<file path="src/rtl/uart_boot_loader_pkg.sv">
// Shared constants and types for the UART boot loader.
// Optional read-back support is enabled with BOOT_READBACK_EN.
package uart_boot_loader_pkg;

    localparam int unsigned BYTE_W = 8;
    localparam int unsigned WORD_W = 32;
    localparam int unsigned LEN_W  = 9;

    localparam logic [31:0] DEF_TIMEOUT_CYCLES = 32'd5_000_000;

    localparam logic [7:0] CMD_WRITE = 8'h57;
    localparam logic [7:0] CMD_GO    = 8'h47;
    localparam logic [7:0] CMD_READ  = 8'h52;
    localparam logic [7:0] ACK_BYTE  = 8'h06;
    localparam logic [7:0] NAK_BYTE  = 8'h15;

    typedef enum logic [3:0] {
        ST_IDLE,
        ST_ADDR,
        ST_LEN,
        ST_DATA,
        ST_CKSUM,
        ST_RESP,
        ST_RD_REQ,
        ST_RD_WAIT,
        ST_RD_CAP,
        ST_RD_SEND
    } state_t;

    typedef enum logic [1:0] {
        OP_WRITE,
        OP_GO,
        OP_READ
    } op_t;

endpackage

</file>
<file path="src/rtl/uart_boot_loader_if.sv">
// Byte link (UART rx/tx) and memory port of the boot loader.
// BOOT_READBACK_EN adds the memory read strobe and read data.
interface uart_boot_loader_if;
    import uart_boot_loader_pkg::*;

    logic              rx_rdy;
    logic [BYTE_W-1:0] rx_data;
    logic              tx_busy;
    logic              tx_ld;
    logic [BYTE_W-1:0] tx_data;
    logic              mem_we;
    logic [WORD_W-1:0] mem_addr;
    logic [WORD_W-1:0] mem_din;
`ifdef BOOT_READBACK_EN
    logic              mem_re;
    logic [WORD_W-1:0] mem_dout;
`endif

    modport master (
        input  rx_rdy, rx_data, tx_busy,
`ifdef BOOT_READBACK_EN
        output mem_re,
        input  mem_dout,
`endif
        output tx_ld, tx_data, mem_we, mem_addr, mem_din
    );

    modport slave (
        output rx_rdy, rx_data, tx_busy,
`ifdef BOOT_READBACK_EN
        input  mem_re,
        output mem_dout,
`endif
        input  tx_ld, tx_data, mem_we, mem_addr, mem_din
    );

endinterface

</file>
<file path="src/rtl/uart_boot_loader_timeout.sv">
// Inter-byte timeout: loadable down-counter, expired flags after TIMEOUT_CYCLES enabled cycles.
module boot_timeout
    import uart_boot_loader_pkg::*;
#(
    parameter logic [31:0] TIMEOUT_CYCLES = DEF_TIMEOUT_CYCLES
) (
    input  logic clk,
    input  logic rst,
    input  logic clr,
    input  logic en,
    output logic expired
);

    logic [31:0] count;

    always_ff @(posedge clk) begin
        if (rst || clr) begin
            count   <= TIMEOUT_CYCLES;
            expired <= 1'b0;
        end else if (en && !expired) begin
            if (count <= 32'd1) begin
                expired <= 1'b1;
            end else begin
                count <= count - 32'd1;
            end
        end
    end

endmodule

</file>
<file path="src/rtl/uart_boot_loader.sv">
// Host download responder: parses W/G frames, writes memory words, replies ACK/NAK, releases CPU.
// Define BOOT_READBACK_EN to add the R (memory read-back) frame.
module uart_boot_loader
    import uart_boot_loader_pkg::*;
#(
    parameter logic [31:0] TIMEOUT_CYCLES = DEF_TIMEOUT_CYCLES,
    parameter logic [31:0] RESET_PC       = 32'h0000_0000
) (
    input  logic                clk,
    input  logic                rst,
    uart_boot_loader_if.master  bus,
    output logic                cpu_hold,
    output logic [WORD_W-1:0]   boot_pc
);

    state_t            state, state_d;
    op_t               op, op_d;
    logic [1:0]        idx, idx_d;
    logic [WORD_W-1:0] addr, addr_d;
    logic [LEN_W-1:0]  cnt, cnt_d;
    logic [BYTE_W-1:0] csum, csum_d;
    logic [BYTE_W-1:0] resp, resp_d;
    logic              go, go_d;
    logic              rel, rel_d;
    logic              tx_ld_q, tx_ld_d;
    logic [BYTE_W-1:0] tx_data_q, tx_data_d;
    logic              mem_we_q, mem_we_d;
    logic [WORD_W-1:0] mem_addr_q, mem_addr_d;
    logic [WORD_W-1:0] mem_din_q, mem_din_d;
    logic              hold_q, hold_d;
    logic [WORD_W-1:0] pc_q, pc_d;
`ifdef BOOT_READBACK_EN
    logic              mem_re_q, mem_re_d;
    logic [WORD_W-1:0] rd_word, rd_word_d;
`endif

    logic timing_c;
    logic expired;

    assign timing_c = (state == ST_ADDR) || (state == ST_LEN) ||
                      (state == ST_DATA) || (state == ST_CKSUM);

    boot_timeout #(.TIMEOUT_CYCLES(TIMEOUT_CYCLES)) u_timeout (
        .clk     (clk),
        .rst     (rst),
        .clr     (bus.rx_rdy || !timing_c),
        .en      (timing_c),
        .expired (expired)
    );

    // Frame parser, word assembler and response sequencer
    always_comb begin
        state_d    = state;
        op_d       = op;
        idx_d      = idx;
        addr_d     = addr;
        cnt_d      = cnt;
        csum_d     = csum;
        resp_d     = resp;
        go_d       = go;
        rel_d      = 1'b0;
        tx_ld_d    = 1'b0;
        tx_data_d  = tx_data_q;
        mem_we_d   = 1'b0;
        mem_addr_d = mem_addr_q;
        mem_din_d  = mem_din_q;
        hold_d     = rel ? 1'b0 : hold_q;
        pc_d       = pc_q;
`ifdef BOOT_READBACK_EN
        mem_re_d   = 1'b0;
        rd_word_d  = rd_word;
`endif
        if (timing_c && expired) begin
            state_d = ST_RESP;
            resp_d  = NAK_BYTE;
            go_d    = 1'b0;
        end else begin
            case (state)
                ST_IDLE: if (bus.rx_rdy) begin
                    csum_d = '0;
                    idx_d  = '0;
                    go_d   = 1'b0;
                    case (bus.rx_data)
                        CMD_WRITE: begin op_d = OP_WRITE; state_d = ST_ADDR; end
                        CMD_GO:    begin op_d = OP_GO;    state_d = ST_ADDR; end
`ifdef BOOT_READBACK_EN
                        CMD_READ:  begin op_d = OP_READ;  state_d = ST_ADDR; end
`endif
                        default: ;
                    endcase
                end
                ST_ADDR: if (bus.rx_rdy) begin
                    csum_d = csum + bus.rx_data;
                    idx_d  = idx + 2'd1;
                    if (idx == 2'd3) begin
                        addr_d  = {addr[23:0], bus.rx_data[7:2], 2'b00};
                        state_d = (op == OP_GO) ? ST_CKSUM : ST_LEN;
                    end else begin
                        addr_d = {addr[23:0], bus.rx_data};
                    end
                end
                ST_LEN: if (bus.rx_rdy) begin
                    csum_d  = csum + bus.rx_data;
                    cnt_d   = (bus.rx_data == 8'h00) ? 9'd256 : {1'b0, bus.rx_data};
                    idx_d   = '0;
                    state_d = (op == OP_WRITE) ? ST_DATA : ST_CKSUM;
                end
                ST_DATA: if (bus.rx_rdy) begin
                    csum_d    = csum + bus.rx_data;
                    mem_din_d = {mem_din_q[23:0], bus.rx_data};
                    idx_d     = idx + 2'd1;
                    if (idx == 2'd3) begin
                        mem_we_d   = 1'b1;
                        mem_addr_d = addr;
                        addr_d     = addr + 32'd4;
                        cnt_d      = cnt - 9'd1;
                        if (cnt == 9'd1) state_d = ST_CKSUM;
                    end
                end
                ST_CKSUM: if (bus.rx_rdy) begin
                    state_d = ST_RESP;
                    if (bus.rx_data == csum) begin
                        resp_d = ACK_BYTE;
                        go_d   = (op == OP_GO);
`ifdef BOOT_READBACK_EN
                        if (op == OP_READ) state_d = ST_RD_REQ;
`endif
                    end else begin
                        resp_d = NAK_BYTE;
                        go_d   = 1'b0;
                    end
                end
                // A GO re-raises cpu_hold for one cycle while boot_pc updates
                ST_RESP: if (!bus.tx_busy) begin
                    tx_ld_d   = 1'b1;
                    tx_data_d = resp;
                    state_d   = ST_IDLE;
                    if (go) begin
                        pc_d   = addr;
                        hold_d = 1'b1;
                        rel_d  = 1'b1;
                    end
                end
`ifdef BOOT_READBACK_EN
                ST_RD_REQ: begin
                    mem_re_d   = 1'b1;
                    mem_addr_d = addr;
                    state_d    = ST_RD_WAIT;
                end
                ST_RD_WAIT: state_d = ST_RD_CAP;
                ST_RD_CAP: begin
                    rd_word_d = bus.mem_dout;
                    idx_d     = '0;
                    state_d   = ST_RD_SEND;
                end
                ST_RD_SEND: if (!bus.tx_busy) begin
                    tx_ld_d   = 1'b1;
                    tx_data_d = rd_word[31:24];
                    rd_word_d = {rd_word[23:0], 8'h00};
                    idx_d     = idx + 2'd1;
                    if (idx == 2'd3) begin
                        addr_d  = addr + 32'd4;
                        cnt_d   = cnt - 9'd1;
                        state_d = (cnt == 9'd1) ? ST_RESP : ST_RD_REQ;
                    end
                end
`endif
                default: state_d = ST_IDLE;
            endcase
        end
    end

    always_ff @(posedge clk) begin
        if (rst) begin
            state      <= ST_IDLE;
            op         <= OP_WRITE;
            idx        <= '0;
            addr       <= '0;
            cnt        <= '0;
            csum       <= '0;
            resp       <= '0;
            go         <= 1'b0;
            rel        <= 1'b0;
            tx_ld_q    <= 1'b0;
            tx_data_q  <= '0;
            mem_we_q   <= 1'b0;
            mem_addr_q <= '0;
            mem_din_q  <= '0;
            hold_q     <= 1'b1;
            pc_q       <= RESET_PC;
`ifdef BOOT_READBACK_EN
            mem_re_q   <= 1'b0;
            rd_word    <= '0;
`endif
        end else begin
            state      <= state_d;
            op         <= op_d;
            idx        <= idx_d;
            addr       <= addr_d;
            cnt        <= cnt_d;
            csum       <= csum_d;
            resp       <= resp_d;
            go         <= go_d;
            rel        <= rel_d;
            tx_ld_q    <= tx_ld_d;
            tx_data_q  <= tx_data_d;
            mem_we_q   <= mem_we_d;
            mem_addr_q <= mem_addr_d;
            mem_din_q  <= mem_din_d;
            hold_q     <= hold_d;
            pc_q       <= pc_d;
`ifdef BOOT_READBACK_EN
            mem_re_q   <= mem_re_d;
            rd_word    <= rd_word_d;
`endif
        end
    end

    assign bus.tx_ld    = tx_ld_q;
    assign bus.tx_data  = tx_data_q;
    assign bus.mem_we   = mem_we_q;
    assign bus.mem_addr = mem_addr_q;
    assign bus.mem_din  = mem_din_q;
`ifdef BOOT_READBACK_EN
    assign bus.mem_re   = mem_re_q;
`endif
    assign cpu_hold     = hold_q;
    assign boot_pc      = pc_q;

endmodule

</file>
<file path="src/flat_wrapper.sv">
// flat-port wrapper written by rule: the top's interface ports become plain ports
module uart_boot_loader_flat import uart_boot_loader_pkg::*;
#(
    parameter logic [31:0] TIMEOUT_CYCLES = DEF_TIMEOUT_CYCLES,
    parameter logic [31:0] RESET_PC       = 32'h0000_0000
)
  (clk, rst, cpu_hold, boot_pc, bus_rx_rdy, bus_rx_data, bus_tx_busy, bus_tx_ld, bus_tx_data, bus_mem_we, bus_mem_addr, bus_mem_din);
  uart_boot_loader_if bus_i ();
  input  logic clk;
  input  logic rst;
  output logic cpu_hold;
  output logic [WORD_W-1:0] boot_pc;
  input wire logic [$bits(bus_i.rx_rdy)-1:0] bus_rx_rdy;
  input wire logic [$bits(bus_i.rx_data)-1:0] bus_rx_data;
  input wire logic [$bits(bus_i.tx_busy)-1:0] bus_tx_busy;
  output wire logic [$bits(bus_i.tx_ld)-1:0] bus_tx_ld;
  output wire logic [$bits(bus_i.tx_data)-1:0] bus_tx_data;
  output wire logic [$bits(bus_i.mem_we)-1:0] bus_mem_we;
  output wire logic [$bits(bus_i.mem_addr)-1:0] bus_mem_addr;
  output wire logic [$bits(bus_i.mem_din)-1:0] bus_mem_din;
  assign bus_i.rx_rdy = bus_rx_rdy;
  assign bus_i.rx_data = bus_rx_data;
  assign bus_i.tx_busy = bus_tx_busy;
  assign bus_tx_ld = bus_i.tx_ld;
  assign bus_tx_data = bus_i.tx_data;
  assign bus_mem_we = bus_i.mem_we;
  assign bus_mem_addr = bus_i.mem_addr;
  assign bus_mem_din = bus_i.mem_din;
  uart_boot_loader #(.TIMEOUT_CYCLES(TIMEOUT_CYCLES), .RESET_PC(RESET_PC)) u_core (.clk(clk), .rst(rst), .bus(bus_i), .cpu_hold(cpu_hold), .boot_pc(boot_pc));
endmodule
</file>
<file path="config.mk">
export PLATFORM = sky130hd
export DESIGN_NAME = uart_boot_loader_flat
export DESIGN_NICKNAME = d
export VERILOG_FILES = /design/src/rtl/uart_boot_loader_pkg.sv /design/src/rtl/uart_boot_loader_if.sv /design/src/rtl/uart_boot_loader_timeout.sv /design/src/rtl/uart_boot_loader.sv /design/src/flat_wrapper.sv
export SDC_FILE = /design/constraint.sdc
export NUM_CORES = 1
export LEC_CHECK = 0
export BUFFER_PORTS_ARGS = -buffer_cell sky130_fd_sc_hd__buf_2
export CAP_MARGIN = 20
export CORE_MARGIN = 1
export CORE_UTILIZATION = 48
export DETAILED_ROUTE_END_ITERATION = 8
export GPL_TIMING_DRIVEN = 1
export PLACE_DENSITY = 0.68
export SYNTH_ARGS = -nofsm -noshare
export SYNTH_HDL_FRONTEND = slang
export SYNTH_SLANG_ARGS = --single-unit
export TNS_END_PERCENT = 20
</file>
<file path="constraint.sdc">
create_clock -name clk -period 3.7 [get_ports clk]
set_clock_uncertainty 0.05 [all_clocks]
set_input_delay 0.37 -clock clk [delete_from_list [all_inputs] [get_ports clk]]
set_output_delay 0.37 -clock clk [all_outputs]
set_load 0.005 [all_outputs]
</file>
== Word level (Yosys, flattened, before mapping) ==
Cells that the tools add are included.

* $add $sub $neg: 5
* $lt $le $gt $ge: 1
* Equality and inequality tests: 34
* Mux-type cells: 47
* Bitwise operators: 6
* Reductions and logical operators: 44

{| class="wikitable"
|+ Operators with widths
! operator !! count
|-
| 32-bit two-way mux || 3
|-
| 32-bit case mux with 2 select lines || 1
|-
| 4-bit two-way mux || 10
|-
| 9-bit two-way mux || 4
|-
| 32-bit by 3-bit adder with 32-bit output (second input constant) || 1
|-
| 32-bit by 1-bit less-or-equal comparator with 1-bit output (second input constant) || 1
|-
| 32-bit by 1-bit subtractor with 32-bit output (second input constant) || 1
|-
| 4-bit case mux with 6 select lines || 1
|-
| 3-bit != test (second input constant) || 7
|-
| 5-bit two-way mux || 4
|-
| 2-bit != test (second input constant) || 10
|-
| 10-bit AND reduction || 2
|-
| 4-bit AND reduction || 5
|-
| 9-bit case mux with 2 select lines || 1
|-
| 8-bit by 7-bit == test with 1-bit output (second input constant) || 2
|-
| 8-bit two-way mux || 2
|-
| 8-bit case mux with 2 select lines || 1
|-
| 2-bit nonzero test || 8
|-
| 1-bit two-way mux || 11
|-
| 5-bit AND reduction || 2
|-
| 9-bit by 1-bit == test with 1-bit output (second input constant) || 1
|-
| 3-bit two-way mux || 3
|-
| 3-bit by 2-bit != test with 1-bit output (second input constant) || 3
|-
| 3-bit AND reduction || 3
|-
| 24 further kinds || 50
|}

* Register bits: 201
* Bits of input ports: 12
* Output and inout bits: 107
* Word-level logic and storage cells: 157

== Logic depth before layout (Yosys ltp) ==
Gate-level depths: netlist of run 1.

* Word-level depth: 7
* Gate-level depth with buffers: 9
* Mapped depth without buffers: 8

== Modules after synthesis ==
Synthesis of run 1 repeated with hierarchy kept, for this count alone.

* Cell total of the unflattened synthesis: 1073
* Area total of the unflattened synthesis: 8834.7 um2

{| class="wikitable"
|+ Modules (own cells, without submodules)
! module !! times used !! cells each !! area each (um2) !! seq. area each (um2)
|-
| uart_boot_loader || 1 || 862 || 7068.0 || 3243.1
|-
| boot_timeout || 1 || 211 || 1766.7 || 660.6
|}

== Worst setup path before layout of run 1 ==
OpenSTA, ideal clock, no wires.

* Path kind: reg-to-reg
* From: register u_core.u_timeout.count[13]
* To: register u_core.u_timeout.count[30]
* Data arrival time: 2.680 ns
* Path slack: 0.911 ns
* Cell stages (with the launch flop): 9
* Path buffers: 3
* Cells stage by stage: dfxtp_1 or4_1 buf_2 or4_1 clkbuf_2 or4b_1 clkbuf_2 or4_1 nand2_1

* Longest elaborated chain between the ends: 3

{| class="wikitable"
|+ Ends and longest elaborated chain
! what !! RTL line !! text
|-
| from (decl) || uart_boot_loader_timeout.sv:14 || <nowiki>logic [31:0] count;</nowiki>
|-
| from (signal assigned) || uart_boot_loader_timeout.sv:24 || <nowiki>count <= count - 32'd1;</nowiki>
|-
| 32-bit by 1-bit less-or-equal comparator with 1-bit output || uart_boot_loader_timeout.sv:21 || <nowiki>if (count <= 32'd1) begin</nowiki>
|-
| 1-bit NOT (no source line) || - ||
|-
| 2-bit AND reduction (no source line) || - ||
|}

Parallel ways exist; a longest one is shown, timed or not.
A chain may end at the register's enable or synchronous reset.

== Worst setup path in the final report of run 1 ==
* From: register u_core.u_timeout.count[13]
* To: register u_core.u_timeout.count[24]

The elaborated chain is that of the path after synthesis.

==> impl_results.html, run 1 <==
<table>
<tr><th>Metric</th><th>Value</th></tr>
<tr><th colspan="2">Cells and area</th></tr>
<tr><td>Net count reported at finish</td><td>1,187</td></tr>
<tr><td>Filler-free cell count of the finished design</td><td>1,402</td></tr>
<tr><td>Layout area overhead</td><td>14.3%</td></tr>
<tr><td>Antenna Diode Count</td><td>0</td></tr>
<tr><td>Multi-input gate area</td><td>0.00452 mm²</td></tr>
<tr><td>Ratio of cells with drive above 1 in the final layout</td><td>15.8%</td></tr>
<tr><td>Sequential cell area</td><td>0.00390 mm²</td></tr>
<tr><td>Final cell utilization of the core</td><td>56.2%</td></tr>
<tr><td>Number of filler instances in the final layout</td><td>1,702</td></tr>
<tr><td>Final non-filler cell area</td><td>0.0101 mm²</td></tr>
<tr><th colspan="2">Critical path</th></tr>
<tr><td>R2r worst-path depth</td><td>5</td></tr>
<tr><td>Reg-to-reg critical path endpoint</td><td>u_core.u_timeout.count[24]</td></tr>
<tr><td>Category of the worst setup path capture point</td><td>flip-flop</td></tr>
<tr><td>Crit Path Category</td><td>flip-flop to flip-flop</td></tr>
<tr><td>Startpoint type of the worst setup path</td><td>flip-flop</td></tr>
<tr><td>Data arrival time of the critical path</td><td>3210 ps</td></tr>
<tr><td>Reg-to-reg startpoint</td><td>u_core.u_timeout.count[13]</td></tr>
<tr><td>Maximum fanout along the worst path</td><td>7</td></tr>
<tr><td>Req. time, crit path</td><td>3950 ps</td></tr>
<tr><td>Slack of the worst reg-to-reg path</td><td>750 ps</td></tr>
<tr><td>Launch point of the worst path</td><td>u_core.u_timeout.count[13]</td></tr>
<tr><th colspan="2">Floorplan</th></tr>
<tr><td>Initial cell density of the core</td><td>49.1%</td></tr>
<tr><td>Row cnt</td><td>49</td></tr>
<tr><td>Die Height</td><td>138 µm</td></tr>
<tr><td>Die outline width</td><td>138 µm</td></tr>
<tr><td>Num ports</td><td>119</td></tr>
<tr><td>Area inside the core boundary</td><td>0.0180 mm²</td></tr>
<tr><td>Total Die Area</td><td>0.0189 mm²</td></tr>
<tr><th colspan="2">CTS</th></tr>
<tr><td>Hold-fix buffers at CTS</td><td>0</td></tr>
<tr><td>Clk sinks</td><td>195</td></tr>
<tr><td>Cell chosen for the clock root</td><td>sky130_fd_sc_hd__clkbuf_16</td></tr>
<tr><td>Clock tree from TritonCTS</td><td>yes</td></tr>
<tr><td>Maximum buffer depth of the clock tree</td><td>2</td></tr>
<tr><td>Clock transition at the registers of the reported paths</td><td>70 ps</td></tr>
<tr><td>Clock insertion delay at the later pin of the skew report</td><td>430 ps</td></tr>
<tr><td>Number of H-tree levels</td><td>4</td></tr>
<tr><td>TritonCTS Buffers</td><td>17</td></tr>
<tr><td>Number of instances resized during post-cts repair</td><td>0</td></tr>
<tr><td>Post-CTS repair timing setup buffer count</td><td>0</td></tr>
<tr><th colspan="2">Hold path</th></tr>
<tr><td>Hold Path End</td><td>u_core.bus.mem_din[5]</td></tr>
<tr><td>Hold Crit Class</td><td>primary input to flip-flop</td></tr>
<tr><td>Worst hold stages</td><td>3</td></tr>
<tr><td>Min-delay src</td><td>bus_rx_data[5]</td></tr>
<tr><th colspan="2">Global routing</th></tr>
<tr><td>Largest net degree at the start of global routing</td><td>80</td></tr>
<tr><td>Tot GR Track Use</td><td>23.8%</td></tr>
<tr><td>Global route total overflow</td><td>0</td></tr>
<tr><td>Wire length of the first global-routing pass</td><td>35,700 µm</td></tr>
<tr><td>Number of global-route vias before repair</td><td>7,046</td></tr>
<tr><td>Antenna violations before repair</td><td>0</td></tr>
<tr><th colspan="2">Drt</th></tr>
<tr><td>Wire length after detailed routing</td><td>22,600 µm</td></tr>
<tr><td>Vias/cell</td><td>5.84</td></tr>
<tr><td>Overall via count from detail_route</td><td>8,192</td></tr>
<tr><td>Post-DR wirelength/cell</td><td>16.1 µm</td></tr>
<tr><td>Antenna viol nets, final</td><td>0</td></tr>
<tr><td># DRC</td><td>0</td></tr>
<tr><td>Iter 0 DRT Violations</td><td>540</td></tr>
<tr><td>DR pass1 iterations</td><td>5</td></tr>
<tr><th colspan="2">Synthesis</th></tr>
<tr><td>EDFF count, synth</td><td>0</td></tr>
<tr><td>Number of register bits inferred by synthesis</td><td>195</td></tr>
<tr><td>Top cells by area, synth</td><td>sky130_fd_sc_hd__dfxtp_1 44%, sky130_fd_sc_hd__a21oi_1 7.7%, sky130_fd_sc_hd__nand2_1 7.6%</td></tr>
<tr><td>Top cells by count, synth</td><td>195 x sky130_fd_sc_hd__dfxtp_1, 179 x sky130_fd_sc_hd__nand2_1, 135 x sky130_fd_sc_hd__a21oi_1</td></tr>
<tr><td>Fraction of registers with async set or reset after synthesis</td><td>0%</td></tr>
<tr><td>Library cells used by synthesis</td><td>64</td></tr>
<tr><td>Most common cell in the netlist</td><td>sky130_fd_sc_hd__dfxtp_1</td></tr>
<tr><td>Fraction of the yosys area taken by sequential cells</td><td>44.2%</td></tr>
<tr><td>Area fraction of the dominant cell type after synthesis</td><td>44.2%</td></tr>
<tr><td>Synth Area per Inst</td><td>8.05 µm²</td></tr>
<tr><td>Total of warnings raised by yosys</td><td>0</td></tr>
<tr><td>Area leader, netlist</td><td>sky130_fd_sc_hd__dfxtp_1</td></tr>
<tr><td>Post-synth top flop</td><td>sky130_fd_sc_hd__dfxtp_1</td></tr>
<tr><td>Area of the mapped netlist</td><td>0.00882 mm²</td></tr>
<tr><td>Post-Syn Instances</td><td>1,096</td></tr>
<tr><th colspan="2">Timing</th></tr>
<tr><td>RSZ-0062 raised after global routing</td><td>false</td></tr>
<tr><td>Measured slew at the worst slew-check pin</td><td>904 ps</td></tr>
<tr><td>Final hold violations</td><td>0</td></tr>
<tr><td>Final number of max-transition violations</td><td>0</td></tr>
<tr><td>Final setup margin</td><td>747 ps</td></tr>
<tr><td>Total of endpoints with negative setup slack in the final report</td><td>0</td></tr>
<tr><td>Maximum achievable frequency</td><td>339 MHz</td></tr>
<tr><td>Time the final worst path needs with I/O delays and setup</td><td>2950 ps</td></tr>
<tr><td>Period utilization</td><td>79.8%</td></tr>
<tr><td>Post-route worst hold slack</td><td>187 ps</td></tr>
<tr><td>Rel. slew slack</td><td>39.2%</td></tr>
<tr><td>Fin Setup TNS</td><td>0 ps</td></tr>
<tr><th colspan="2">Placed design</th></tr>
<tr><td>DP Wirelength</td><td>14,600 µm</td></tr>
<tr><td>Placement-stage cell area</td><td>0.00950 mm²</td></tr>
<tr><td>Routability congestion estimate from global placement</td><td>0.826</td></tr>
<tr><td>Instance count after placement with tap cells included</td><td>1,371</td></tr>
<tr><td># port buffers</td><td>114</td></tr>
<tr><td>Worst setup slack before clock tree synthesis</td><td>792 ps</td></tr>
<tr><th colspan="2">Power and ir drop</th></tr>
<tr><td>Pleak</td><td>3.81 nW</td></tr>
<tr><td>Power density over cell area</td><td>405 mW/mm²</td></tr>
<tr><td>Total power of the final layout</td><td>4.08 mW</td></tr>
<tr><td>Peak supply drop</td><td>0.000348 V</td></tr>
<tr><th colspan="2">Run</th></tr>
<tr><td>Number of max-capacitance violations reported</td><td>0</td></tr>
<tr><th colspan="2">Status</th></tr>
<tr><td>Outcome</td><td>finished, final reports clean</td></tr>
</table>
-- worst max-delay path by stage --
stage	end	slack, ps	cells past startpoint
after floorplan	u_core.u_timeout.count[30]	910	8
after global placement	u_core.u_timeout.count[30]	810	5
after detailed placement	u_core.u_timeout.count[24]	790	5
after CTS	u_core.u_timeout.count[24]	780	5
after global routing	u_core.u_timeout.count[28]	560	5
final	u_core.u_timeout.count[24]	750	5
-- worst max-delay path, stage by stage (launching register included) --
cell and delay, ps:
sky130_fd_sc_hd__dfxtp_1 340, sky130_fd_sc_hd__or4_1 650, sky130_fd_sc_hd__or4_1 670, sky130_fd_sc_hd__or4b_1 660, sky130_fd_sc_hd__o311ai_0 320, sky130_fd_sc_hd__o41ai_1 130
-- cells by family (layout without fill, tap and decap cells) --
group | count (synthesis) | after routing | share of synthesized area [%]
adder cells (fa/ha/maj) | 14 | 14 | 2.07
multiplexers | 9 | 9 | 1.04
AND/OR/NAND/NOR | 447 | 447 | 24.5
other | 1 | 4 | 0.0425
XOR/XNOR | 5 | 5 | 0.496
AO/OA/AOI/OAI | 315 | 315 | 22.7
buffers and inverters | 110 | 184 | 4.96
flip-flops | 195 | 195 | 44.2
-- report_power, final --
| group | total [mW] | leakage (nW) | switching (mW) | internal, mW |
|---|---|---|---|---|
| registers | 2.11 | 1.57 | 0.0104 | 2.10 |
| logic | 0.123 | 1.95 | 0.0880 | 0.0347 |
| clock network | 1.85 | 0.285 | 0.818 | 1.03 |
| total | 4.08 | 3.81 | 0.916 | 3.17 |
-- registers in the layout, indices dropped and copies added (netlist names) --
signal / count
u_core.bus.mem_din: 32
u_core.state: 3
u_core.u_timeout.expired: 1
u_core.boot_pc: 32
u_core.cpu_hold: 1
u_core.csum: 8
u_core.resp: 3
u_core.rel: 1
u_core.op: 1
u_core.bus.mem_we: 1
u_core.bus.mem_addr: 32
u_core.u_timeout.count: 32
u_core.bus.tx_ld: 1
u_core.idx: 2
u_core.go: 1
u_core.addr: 32
u_core.bus.tx_data: 3
u_core.cnt: 9
-- final cells by class --
| type | instances | area share, % |
|---|---|---|
| well taps | 229 | 2.84 |
| repair buffers | 135 | 7.24 |
| inverters | 18 | 0.670 |
| clock inverters | 12 | 1.29 |
| multi-input cells | 794 | 44.8 |
| clock buffers | 19 | 4.49 |
| flip-flops and latches | 195 | 38.7 |
-- cells in the final DEF (no fill, tap or decap), types with 4 or more instances in the layout --
master,count
sky130_fd_sc_hd__dfxtp_1,195
sky130_fd_sc_hd__nand2_1,179
sky130_fd_sc_hd__a21oi_1,134
sky130_fd_sc_hd__buf_2,113
sky130_fd_sc_hd__nor2_1,75
sky130_fd_sc_hd__o21ai_0,43
sky130_fd_sc_hd__a22o_1,34
sky130_fd_sc_hd__nand3_1,29
sky130_fd_sc_hd__nor3_1,26
sky130_fd_sc_hd__buf_4,22
sky130_fd_sc_hd__nor4_1,21
sky130_fd_sc_hd__or3_1,20
sky130_fd_sc_hd__or4_1,19
sky130_fd_sc_hd__inv_1,18
sky130_fd_sc_hd__clkbuf_16,17
sky130_fd_sc_hd__nand4_1,16
sky130_fd_sc_hd__a31oi_1,15
sky130_fd_sc_hd__and3_1,13
sky130_fd_sc_hd__o31ai_1,13
sky130_fd_sc_hd__ha_1,13
sky130_fd_sc_hd__a21o_1,10
sky130_fd_sc_hd__nand2b_1,8
sky130_fd_sc_hd__mux2i_1,8
sky130_fd_sc_hd__o21a_1,7
sky130_fd_sc_hd__a311oi_1,7
sky130_fd_sc_hd__a22oi_1,7
sky130_fd_sc_hd__nand3b_1,6
sky130_fd_sc_hd__and2_1,6
sky130_fd_sc_hd__a41o_1,6
sky130_fd_sc_hd__nor2b_1,4
sky130_fd_sc_hd__a211oi_1,4
sky130_fd_sc_hd__o211ai_1,4
sky130_fd_sc_hd__conb_1,4
sky130_fd_sc_hd__clkinv_2,4
-- layer usage --
layer  part of all wire [%]  up-vias  global-route usage [%]
li1                       -     4083                       -
met1                     49     3893                    34.3
met2                     45      199                    35.5
met3                    5.2       17                    4.64
met4                   0.97        0                    7.20
met5                      0        -                       0
Power figures use the tool's default switching activity.
==> run 2, diff against run 1 <==
- ABC_AREA: default -> 1
- PLACE_DENSITY: 0.68 -> 0.71
- clock period: 3.7 -> 2.4 ns (I/O delays scaled with it)
==> impl_results.html, run 2 <==
<table>
<tr><th>Metric</th><th>Value</th></tr>
<tr><th colspan="2">CTS</th></tr>
<tr><td>Clk sinks</td><td>195 (unchanged)</td></tr>
<tr><td>Clock transition at the registers of the reported paths</td><td>70 ps (about the same)</td></tr>
<tr><td>Maximum buffer depth of the clock tree</td><td>2 (unchanged)</td></tr>
<tr><td>Number of instances resized during post-cts repair</td><td>0 (unchanged)</td></tr>
<tr><td>Clock tree from TritonCTS</td><td>yes (unchanged)</td></tr>
<tr><td>TritonCTS Buffers</td><td>17 (unchanged)</td></tr>
<tr><td>Hold-fix buffers at CTS</td><td>0 (unchanged)</td></tr>
<tr><td>Clock insertion delay at the later pin of the skew report</td><td>440 ps (was 430 ps)</td></tr>
<tr><td>Number of H-tree levels</td><td>4 (unchanged)</td></tr>
<tr><td>Cell chosen for the clock root</td><td>sky130_fd_sc_hd__clkbuf_16 (unchanged)</td></tr>
<tr><td>Post-CTS repair timing setup buffer count</td><td>0 (unchanged)</td></tr>
<tr><th colspan="2">Cells and area</th></tr>
<tr><td>Leading cell type in the layout, fill and taps excluded</td><td>sky130_fd_sc_hd__nand2_1 (was sky130_fd_sc_hd__dfxtp_1)</td></tr>
<tr><td>Layout area overhead</td><td>14.0% (was 14.3%)</td></tr>
<tr><td>Number of filler instances in the final layout</td><td>1,996 (was 1,702)</td></tr>
<tr><td>Antenna Diode Count</td><td>0 (unchanged)</td></tr>
<tr><td>Ratio of cells with drive above 1 in the final layout</td><td>12.3% (was 15.8%)</td></tr>
<tr><td>Most used cells in the layout excluding fill and tap cells</td><td>384 x sky130_fd_sc_hd__nand2_1, 218 x sky130_fd_sc_hd__nor2_1, 195 x sky130_fd_sc_hd__dfxtp_1 (was 195 x sky130_fd_sc_hd__dfxtp_1, 179 x sky130_fd_sc_hd__nand2_1, 134 x sky130_fd_sc_hd__a21oi_1)</td></tr>
<tr><td>Filler-free cell count of the finished design</td><td>1,838 (was 1,402)</td></tr>
<tr><td>Net count reported at finish</td><td>1,586 (was 1,187)</td></tr>
<tr><th colspan="2">Timing</th></tr>
<tr><td>Measured slew at the worst slew-check pin</td><td>980 ps (was 904 ps)</td></tr>
<tr><td>Post-route worst hold slack</td><td>15.6 ps (was 187 ps)</td></tr>
<tr><td>Final number of max-transition violations</td><td>0 (unchanged)</td></tr>
<tr><td>Rel. slew slack</td><td>34.6% (was 39.2%)</td></tr>
<tr><td>Final hold violations</td><td>0 (unchanged)</td></tr>
<tr><td>Total of endpoints with negative setup slack in the final report</td><td>0 (unchanged)</td></tr>
<tr><td>Time the final worst path needs with I/O delays and setup</td><td>2160 ps (was 2950 ps)</td></tr>
<tr><td>Period utilization</td><td>90.1% (was 79.8%)</td></tr>
<tr><td>Fin Setup TNS</td><td>0 ps (unchanged)</td></tr>
<tr><td>Maximum achievable frequency</td><td>463 MHz (was 339 MHz)</td></tr>
<tr><td>RSZ-0062 raised after global routing</td><td>false (unchanged)</td></tr>
<tr><th colspan="2">Synthesis</th></tr>
<tr><td>Most common cell in the netlist</td><td>sky130_fd_sc_hd__nand2_1 (was sky130_fd_sc_hd__dfxtp_1)</td></tr>
<tr><td>Top cells by count, synth</td><td>384 x sky130_fd_sc_hd__nand2_1, 218 x sky130_fd_sc_hd__nor2_1, 195 x sky130_fd_sc_hd__dfxtp_1 (was 195 x sky130_fd_sc_hd__dfxtp_1, 179 x sky130_fd_sc_hd__nand2_1, 135 x sky130_fd_sc_hd__a21oi_1)</td></tr>
<tr><td>Fraction of registers with async set or reset after synthesis</td><td>0% (unchanged)</td></tr>
<tr><td>Post-synth top flop</td><td>sky130_fd_sc_hd__dfxtp_1 (unchanged)</td></tr>
<tr><td>Total of warnings raised by yosys</td><td>0 (unchanged)</td></tr>
<tr><td>Fraction of the yosys area taken by sequential cells</td><td>40.3% (was 44.2%)</td></tr>
<tr><td>Area fraction of the dominant cell type after synthesis</td><td>40.3% (was 44.2%)</td></tr>
<tr><td>Number of register bits inferred by synthesis</td><td>195 (unchanged)</td></tr>
<tr><td>Area of the mapped netlist</td><td>0.00968 mm² (was 0.00882 mm²)</td></tr>
<tr><td>Library cells used by synthesis</td><td>39 (was 64)</td></tr>
<tr><td>Post-Syn Instances</td><td>1,471 (was 1,096)</td></tr>
<tr><td>Top cells by area, synth</td><td>sky130_fd_sc_hd__dfxtp_1 40%, sky130_fd_sc_hd__nand2_1 15%, sky130_fd_sc_hd__nor2_1 8.4% (was sky130_fd_sc_hd__dfxtp_1 44%, sky130_fd_sc_hd__a21oi_1 7.7%, sky130_fd_sc_hd__nand2_1 7.6%)</td></tr>
<tr><td>EDFF count, synth</td><td>0 (unchanged)</td></tr>
<tr><td>Area leader, netlist</td><td>sky130_fd_sc_hd__dfxtp_1 (unchanged)</td></tr>
<tr><td>Synth Area per Inst</td><td>6.58 µm² (was 8.05 µm²)</td></tr>
<tr><th colspan="2">Drt</th></tr>
<tr><td>Wire length after detailed routing</td><td>26,200 µm (was 22,600 µm)</td></tr>
<tr><td>Vias/cell</td><td>5.26 (was 5.84)</td></tr>
<tr><td>Post-DR wirelength/cell</td><td>14.3 µm (was 16.1 µm)</td></tr>
<tr><td># DRC</td><td>0 (unchanged)</td></tr>
<tr><td>Iter 0 DRT Violations</td><td>836 (was 540)</td></tr>
<tr><td>Antenna viol nets, final</td><td>0 (unchanged)</td></tr>
<tr><td>Overall via count from detail_route</td><td>9,664 (was 8,192)</td></tr>
<tr><td>DR pass1 iterations</td><td>5 (unchanged)</td></tr>
<tr><th colspan="2">Global routing</th></tr>
<tr><td>Tot GR Track Use</td><td>26.0% (was 23.8%)</td></tr>
<tr><td>Wire length of the first global-routing pass</td><td>42,700 µm (was 35,700 µm)</td></tr>
<tr><td>Largest net degree at the start of global routing</td><td>58 (was 80)</td></tr>
<tr><td>Number of global-route vias before repair</td><td>8,585 (was 7,046)</td></tr>
<tr><td>Global route total overflow</td><td>0 (unchanged)</td></tr>
<tr><td>Antenna violations before repair</td><td>0 (unchanged)</td></tr>
<tr><th colspan="2">Critical path</th></tr>
<tr><td>Category of the worst setup path capture point</td><td>flip-flop (unchanged)</td></tr>
<tr><td>Largest stage delay, worst path</td><td>510 ps (was 670 ps)</td></tr>
<tr><td>Sequence of cells on the critical path</td><td>inv_1 -&gt; nand2_1 -&gt; nand2_2 -&gt; nand2_2 -&gt; nand2_1 -&gt; inv_2 -&gt; nand2_2 -&gt; nor2_1 -&gt; nand2_1 -&gt; a21oi_1 (was or4_1 -&gt; or4_1 -&gt; or4b_1 -&gt; o311ai_0 -&gt; o41ai_1)</td></tr>
<tr><td>Data arrival time of the critical path</td><td>2480 ps (was 3210 ps)</td></tr>
<tr><td>Startpoint type of the worst setup path</td><td>flip-flop (unchanged)</td></tr>
<tr><td>Req. time, crit path</td><td>2720 ps (was 3950 ps)</td></tr>
<tr><td>Maximum fanout along the worst path</td><td>31 (was 7)</td></tr>
<tr><td>Master of the slowest instance on the critical path</td><td>sky130_fd_sc_hd__dfxtp_1 (was sky130_fd_sc_hd__or4_1)</td></tr>
<tr><td>Crit Path Category</td><td>flip-flop to flip-flop (unchanged)</td></tr>
<tr><th colspan="2">Power and ir drop</th></tr>
<tr><td>Internal</td><td>4.85 mW (was 3.17 mW)</td></tr>
<tr><td>Portion of total power attributed to combinational logic</td><td>8.5% (was 3.0%)</td></tr>
<tr><td>Proportion of total power due to net switching</td><td>27.5% (was 22.4%)</td></tr>
<tr><td>Pleak</td><td>4.67 nW (was 3.81 nW)</td></tr>
<tr><td>Peak supply drop</td><td>0.000451 V (was 0.000348 V)</td></tr>
<tr><td>Reported net switching power</td><td>1.84 mW (was 0.916 mW)</td></tr>
<tr><td>Power density over cell area</td><td>606 mW/mm² (was 405 mW/mm²)</td></tr>
<tr><td>Sequential fraction of design power</td><td>49.5% (was 51.7%)</td></tr>
<tr><td>Clock network fraction of total power</td><td>42.0% (was 45.3%)</td></tr>
<tr><th colspan="2">Placed design</th></tr>
<tr><td># port buffers</td><td>114 (unchanged)</td></tr>
<tr><td>DP Wirelength</td><td>18,700 µm (was 14,600 µm)</td></tr>
<tr><td>Routability congestion estimate from global placement</td><td>0.964 (was 0.826)</td></tr>
<tr><td>Instance count after placement with tap cells included</td><td>1,806 (was 1,371)</td></tr>
<tr><th colspan="2">Floorplan</th></tr>
<tr><td>Num ports</td><td>119 (unchanged)</td></tr>
<tr><td>Die Height</td><td>144 µm (was 138 µm)</td></tr>
<tr><td>Area inside the core boundary</td><td>0.0196 mm² (was 0.0180 mm²)</td></tr>
<tr><td>Die outline width</td><td>144 µm (was 138 µm)</td></tr>
<tr><td>Row cnt</td><td>51 (was 49)</td></tr>
<tr><td>Total Die Area</td><td>0.0207 mm² (was 0.0189 mm²)</td></tr>
<tr><td>Initial cell density of the core</td><td>49.4% (was 49.1%)</td></tr>
<tr><th colspan="2">Status</th></tr>
<tr><td>Outcome</td><td>finished, final reports clean (unchanged)</td></tr>
<tr><th colspan="2">Hold path</th></tr>
<tr><td>Hold Crit Class</td><td>primary input to flip-flop (unchanged)</td></tr>
<tr><th colspan="2">Run</th></tr>
<tr><td>Number of max-capacitance violations reported</td><td>0 (unchanged)</td></tr>
</table>
## run 2: cell families after synthesis
group                    count (synthesis)  share of synthesized area [%]
XOR/XNOR                                16                           1.45
adder cells (fa/ha/maj)                 14                           1.89
AO/OA/AOI/OAI                          261                           14.1
flip-flops                             195                           40.3
other                                    1                         0.0387
buffers and inverters                  196                           8.26
AND/OR/NAND/NOR                        788                           34.0
## run 2: power by group through the flow
| stage | sequential [mW] | combinational, mW | clock (mW) |
|---|---|---|---|
| 6_report | 3.31 | 0.570 | 2.81 |
| 5_1_grt | 3.32 | 0.638 | 3.00 |
| 4_1_cts | 3.31 | 0.567 | 2.86 |
| 3_5_place_dp | 3.39 | 0.562 | 0 |
| 3_3_place_gp | 3.39 | 0.554 | 0 |
| 2_1_floorplan | 3.37 | 0.420 | 0 |
## run 2: final timing paths
check	slack (ps)	start	cells past startpoint	end
max reg2reg	240	u_core.state[2]	10	u_core.addr[28]
min reg2reg	360	u_core.rel	1	u_core.cpu_hold
max	240	u_core.state[2]	10	u_core.addr[28]
min	20	bus_rx_data[4]	2	u_core.op[0]
## run 2: layer usage
layer	vias up	global-route usage (%)	part of all wire (%)
li1	4945	-	-
met2	298	39.7	43
met5	-	0	0
met1	4388	36.3	48
met3	33	4.87	6.5
met4	0	9.57	2.1
## run 2: through the flow
step           total power [mW]  area [µm²]  util, %  worst slack (ps)
2_1_floorplan              3.79        9700        -               590
3_3_place_gp               3.94       10500     53.4               268
3_5_place_dp               3.95       10500     53.4               275
4_1_cts                    6.74       11000     56.3               259
5_1_grt                    6.95       11000     56.3              14.5
6_report                   6.69       11000     56.3               238
## run 2: worst max-delay path: cells and delay by family, from the launching register on
| kind | cells | cell delay (ps) |
|---|---|---|
| AO/OA/AOI/OAI | 1 | 110 |
| buffers and inverters | 2 | 240 |
| flip-flops | 1 | 510 |
| AND/OR/NAND/NOR | 7 | 1180 |
## run 2: cell type report
cell class                 instances  area (µm²)  area share [%]
clock inverter                    14         136            1.24
timing repair buffer             137         756            6.85
sequential                       195        3900            35.4
inverter                         126         473            4.29
clock buffer                      18         439            3.98
multi-input combinational       1083        5000            45.3
tap                              265         332            3.00
==> run 3, diff against run 2 <==
- CELL_PAD_IN_SITES_DETAIL_PLACEMENT: default -> 1
- CELL_PAD_IN_SITES_GLOBAL_PLACEMENT: default -> 1
- CORE_UTILIZATION: 48 -> 37
- PLACE_DENSITY: 0.71 -> 0.76
==> impl_results.html, run 3 (synthesis results as in run 2) <==
<table>
<tr><th>Metric</th><th>Value</th></tr>
<tr><th colspan="2">Timing</th></tr>
<tr><td>Period utilization</td><td>88.2% (was 90.1%)</td></tr>
<tr><td>Fin Setup TNS</td><td>0 ps (unchanged)</td></tr>
<tr><td>Total of endpoints with negative setup slack in the final report</td><td>0 (unchanged)</td></tr>
<tr><td>Final hold violations</td><td>0 (unchanged)</td></tr>
<tr><td>RSZ-0062 raised after global routing</td><td>false (unchanged)</td></tr>
<tr><td>Rel. slew slack</td><td>39.3% (was 34.6%)</td></tr>
<tr><td>Final number of max-transition violations</td><td>0 (unchanged)</td></tr>
<tr><td>Measured slew at the worst slew-check pin</td><td>909 ps (was 980 ps)</td></tr>
<tr><td>Time the final worst path needs with I/O delays and setup</td><td>2120 ps (was 2160 ps)</td></tr>
<tr><td>Maximum achievable frequency</td><td>472 MHz (was 463 MHz)</td></tr>
<tr><td>Final setup margin</td><td>284 ps (was 238 ps)</td></tr>
<tr><th colspan="2">Run</th></tr>
<tr><td>Number of max-capacitance violations reported</td><td>0 (unchanged)</td></tr>
<tr><th colspan="2">Placed design</th></tr>
<tr><td>Routability congestion estimate from global placement</td><td>0.867 (was 0.964)</td></tr>
<tr><td># port buffers</td><td>114 (unchanged)</td></tr>
<tr><td>Worst setup slack before clock tree synthesis</td><td>290 ps (was 275 ps)</td></tr>
<tr><td>DP Wirelength</td><td>23,100 µm (was 18,700 µm)</td></tr>
<tr><th colspan="2">Floorplan</th></tr>
<tr><td>Die outline width</td><td>164 µm (was 144 µm)</td></tr>
<tr><td>Die Height</td><td>164 µm (was 144 µm)</td></tr>
<tr><td>Area inside the core boundary</td><td>0.0254 mm² (was 0.0196 mm²)</td></tr>
<tr><td>Num ports</td><td>119 (unchanged)</td></tr>
<tr><td>Initial cell density of the core</td><td>38.1% (was 49.4%)</td></tr>
<tr><td>Row cnt</td><td>58 (was 51)</td></tr>
<tr><td>Total Die Area</td><td>0.0268 mm² (was 0.0207 mm²)</td></tr>
<tr><th colspan="2">CTS</th></tr>
<tr><td>Clock transition at the registers of the reported paths</td><td>80 ps (was 70 ps)</td></tr>
<tr><td>Clock tree from TritonCTS</td><td>yes (unchanged)</td></tr>
<tr><td>Number of H-tree levels</td><td>4 (unchanged)</td></tr>
<tr><td>Number of instances resized during post-cts repair</td><td>0 (unchanged)</td></tr>
<tr><td>Cell chosen for the clock root</td><td>sky130_fd_sc_hd__clkbuf_16 (unchanged)</td></tr>
<tr><td>Clk sinks</td><td>195 (unchanged)</td></tr>
<tr><td>Maximum buffer depth of the clock tree</td><td>2 (unchanged)</td></tr>
<tr><td>TritonCTS Buffers</td><td>17 (unchanged)</td></tr>
<tr><td>Hold-fix buffers at CTS</td><td>0 (unchanged)</td></tr>
<tr><td>Clock insertion delay at the later pin of the skew report</td><td>440 ps (about the same)</td></tr>
<tr><td>Post-CTS repair timing setup buffer count</td><td>0 (unchanged)</td></tr>
<tr><th colspan="2">Power and ir drop</th></tr>
<tr><td>Portion of total power attributed to combinational logic</td><td>8.8% (was 8.5%)</td></tr>
<tr><td>Reported net switching power</td><td>1.91 mW (was 1.84 mW)</td></tr>
<tr><td>Sequential fraction of design power</td><td>49.0% (was 49.5%)</td></tr>
<tr><td>Power density over cell area</td><td>607 mW/mm² (was 606 mW/mm²)</td></tr>
<tr><td>Clock network fraction of total power</td><td>42.2% (was 42.0%)</td></tr>
<tr><td>Internal</td><td>4.86 mW (was 4.85 mW)</td></tr>
<tr><td>Peak supply drop</td><td>0.000416 V (was 0.000451 V)</td></tr>
<tr><td>Pleak</td><td>4.69 nW (was 4.67 nW)</td></tr>
<tr><td>Proportion of total power due to net switching</td><td>28.2% (was 27.5%)</td></tr>
<tr><th colspan="2">Drt</th></tr>
<tr><td>DR pass1 iterations</td><td>5 (unchanged)</td></tr>
<tr><td># DRC</td><td>0 (unchanged)</td></tr>
<tr><td>Overall via count from detail_route</td><td>9,851 (was 9,664)</td></tr>
<tr><td>Iter 0 DRT Violations</td><td>614 (was 836)</td></tr>
<tr><td>Vias/cell</td><td>5.17 (was 5.26)</td></tr>
<tr><td>Post-DR wirelength/cell</td><td>16.6 µm (was 14.3 µm)</td></tr>
<tr><td>Wire length after detailed routing</td><td>31,600 µm (was 26,200 µm)</td></tr>
<tr><td>Antenna viol nets, final</td><td>0 (unchanged)</td></tr>
<tr><th colspan="2">Global routing</th></tr>
<tr><td>Number of global-route vias before repair</td><td>10,064 (was 8,585)</td></tr>
<tr><td>Antenna violations before repair</td><td>0 (unchanged)</td></tr>
<tr><td>Largest net degree at the start of global routing</td><td>58 (unchanged)</td></tr>
<tr><td>Tot GR Track Use</td><td>24.2% (was 26.0%)</td></tr>
<tr><td>Global route total overflow</td><td>0 (unchanged)</td></tr>
<tr><td>Wire length of the first global-routing pass</td><td>51,500 µm (was 42,700 µm)</td></tr>
<tr><th colspan="2">Hold path</th></tr>
<tr><td>Hold Crit Class</td><td>primary input to flip-flop (unchanged)</td></tr>
<tr><th colspan="2">Critical path</th></tr>
<tr><td>Category of the worst setup path capture point</td><td>flip-flop (unchanged)</td></tr>
<tr><td>Maximum fanout along the worst path</td><td>22 (was 31)</td></tr>
<tr><td>Startpoint type of the worst setup path</td><td>flip-flop (unchanged)</td></tr>
<tr><td>Data arrival time of the critical path</td><td>2380 ps (was 2480 ps)</td></tr>
<tr><td>Req. time, crit path</td><td>2670 ps (was 2720 ps)</td></tr>
<tr><td>Crit Path Category</td><td>flip-flop to flip-flop (unchanged)</td></tr>
<tr><th colspan="2">Cells and area</th></tr>
<tr><td>Ratio of cells with drive above 1 in the final layout</td><td>12.4% (was 12.3%)</td></tr>
<tr><td>Antenna Diode Count</td><td>0 (unchanged)</td></tr>
<tr><td>Number of filler instances in the final layout</td><td>3,433 (was 1,996)</td></tr>
<tr><td>Layout area overhead</td><td>15.1% (was 14.0%)</td></tr>
<tr><td>Sequential cell area</td><td>0.00390 mm² (unchanged)</td></tr>
<tr><td>Leading cell type in the layout, fill and taps excluded</td><td>sky130_fd_sc_hd__nand2_1 (unchanged)</td></tr>
<tr><td>Net count reported at finish</td><td>1,590 (was 1,586)</td></tr>
<tr><td>Most used cells in the layout excluding fill and tap cells</td><td>384 x sky130_fd_sc_hd__nand2_1, 218 x sky130_fd_sc_hd__nor2_1, 195 x sky130_fd_sc_hd__dfxtp_1 (unchanged)</td></tr>
<tr><td>Multi-input gate area</td><td>0.00500 mm² (unchanged)</td></tr>
<tr><th colspan="2">Status</th></tr>
<tr><td>Outcome</td><td>finished, final reports clean (unchanged)</td></tr>
</table>
[run 3: cell count changes in the layout (fill, tap and decap cells not counted), sizes merged]
cell / delta
inv: -1
buf: +4
clkinv: +1
clkinvlp: -1
[run 3: area by class of cell]
| class | instances | area share [%] |
|---|---|---|
| Inverter | 126 | 4.24 |
| Clock inverter | 13 | 1.25 |
| Timing Repair Buffer | 141 | 7.05 |
| Sequential cell | 195 | 35.0 |
| Multi-Input combinational cell | 1083 | 44.8 |
| Tap cell | 330 | 3.70 |
| Clock buffer | 18 | 3.94 |
[run 3: worst paths after layout]
| check | from | end | slack [ps] | cells past startpoint |
|---|---|---|---|---|
| max | u_core.u_timeout.count[0] | u_core.u_timeout.count[14] | 280 | 10 |
| min | bus_rx_data[4] | u_core.op[0] | 30 | 2 |
| max reg2reg | u_core.u_timeout.count[0] | u_core.u_timeout.count[14] | 280 | 10 |
| min reg2reg | u_core.rel | u_core.cpu_hold | 350 | 1 |
[run 3: metrics by stage]
stage / util (%) / cell area [µm²] / hold WS (ps) / instances / power [mW]
detailed placement: 41.6 / 10600 / 350 / 1875 / 3.98
finish: 43.9 / 11200 / 34.5 / 1906 / 6.77
floorplan: - / 9700 / 285 / 1474 / 3.79
global route: 43.9 / 11200 / 29.7 / 1906 / 7.04
CTS: 43.9 / 11200 / 16.2 / 1906 / 6.83
global placement: 41.6 / 10600 / 342 / 1875 / 3.96
[run 3: critical path, stage by stage (launching register included)]
cell and delay (ps):
sky130_fd_sc_hd__dfxtp_1 330, sky130_fd_sc_hd__inv_1 110, sky130_fd_sc_hd__ha_1 300, sky130_fd_sc_hd__nand2_1 150, sky130_fd_sc_hd__nor2_1 240, sky130_fd_sc_hd__nand2_1 130, sky130_fd_sc_hd__a21oi_1 220, sky130_fd_sc_hd__nor2_2 50
sky130_fd_sc_hd__buf_4 220, sky130_fd_sc_hd__o21ai_0 110, sky130_fd_sc_hd__nand3_1 80
[run 3: power groups by stage]
stage                     Combinational (mW)  Clock [mW]  Sequential (mW)
after floorplan                        0.420           0             3.37
after global placement                 0.575           0             3.39
after detailed placement               0.594           0             3.39
after CTS                              0.598        2.92             3.31
after global routing                   0.670        3.05             3.32
final                                  0.598        2.86             3.31
[run 3: per-layer routing]
metal	vias to the layer above	track usage, %	routed length [µm]	share of wire (%)
met2	164	40.2	14400	46
met4	0	5.18	337	1.1
met5	-	0	0	0
met1	4734	32.5	15500	49
li1	4931	-	-	-
met3	22	4.60	1350	4.3
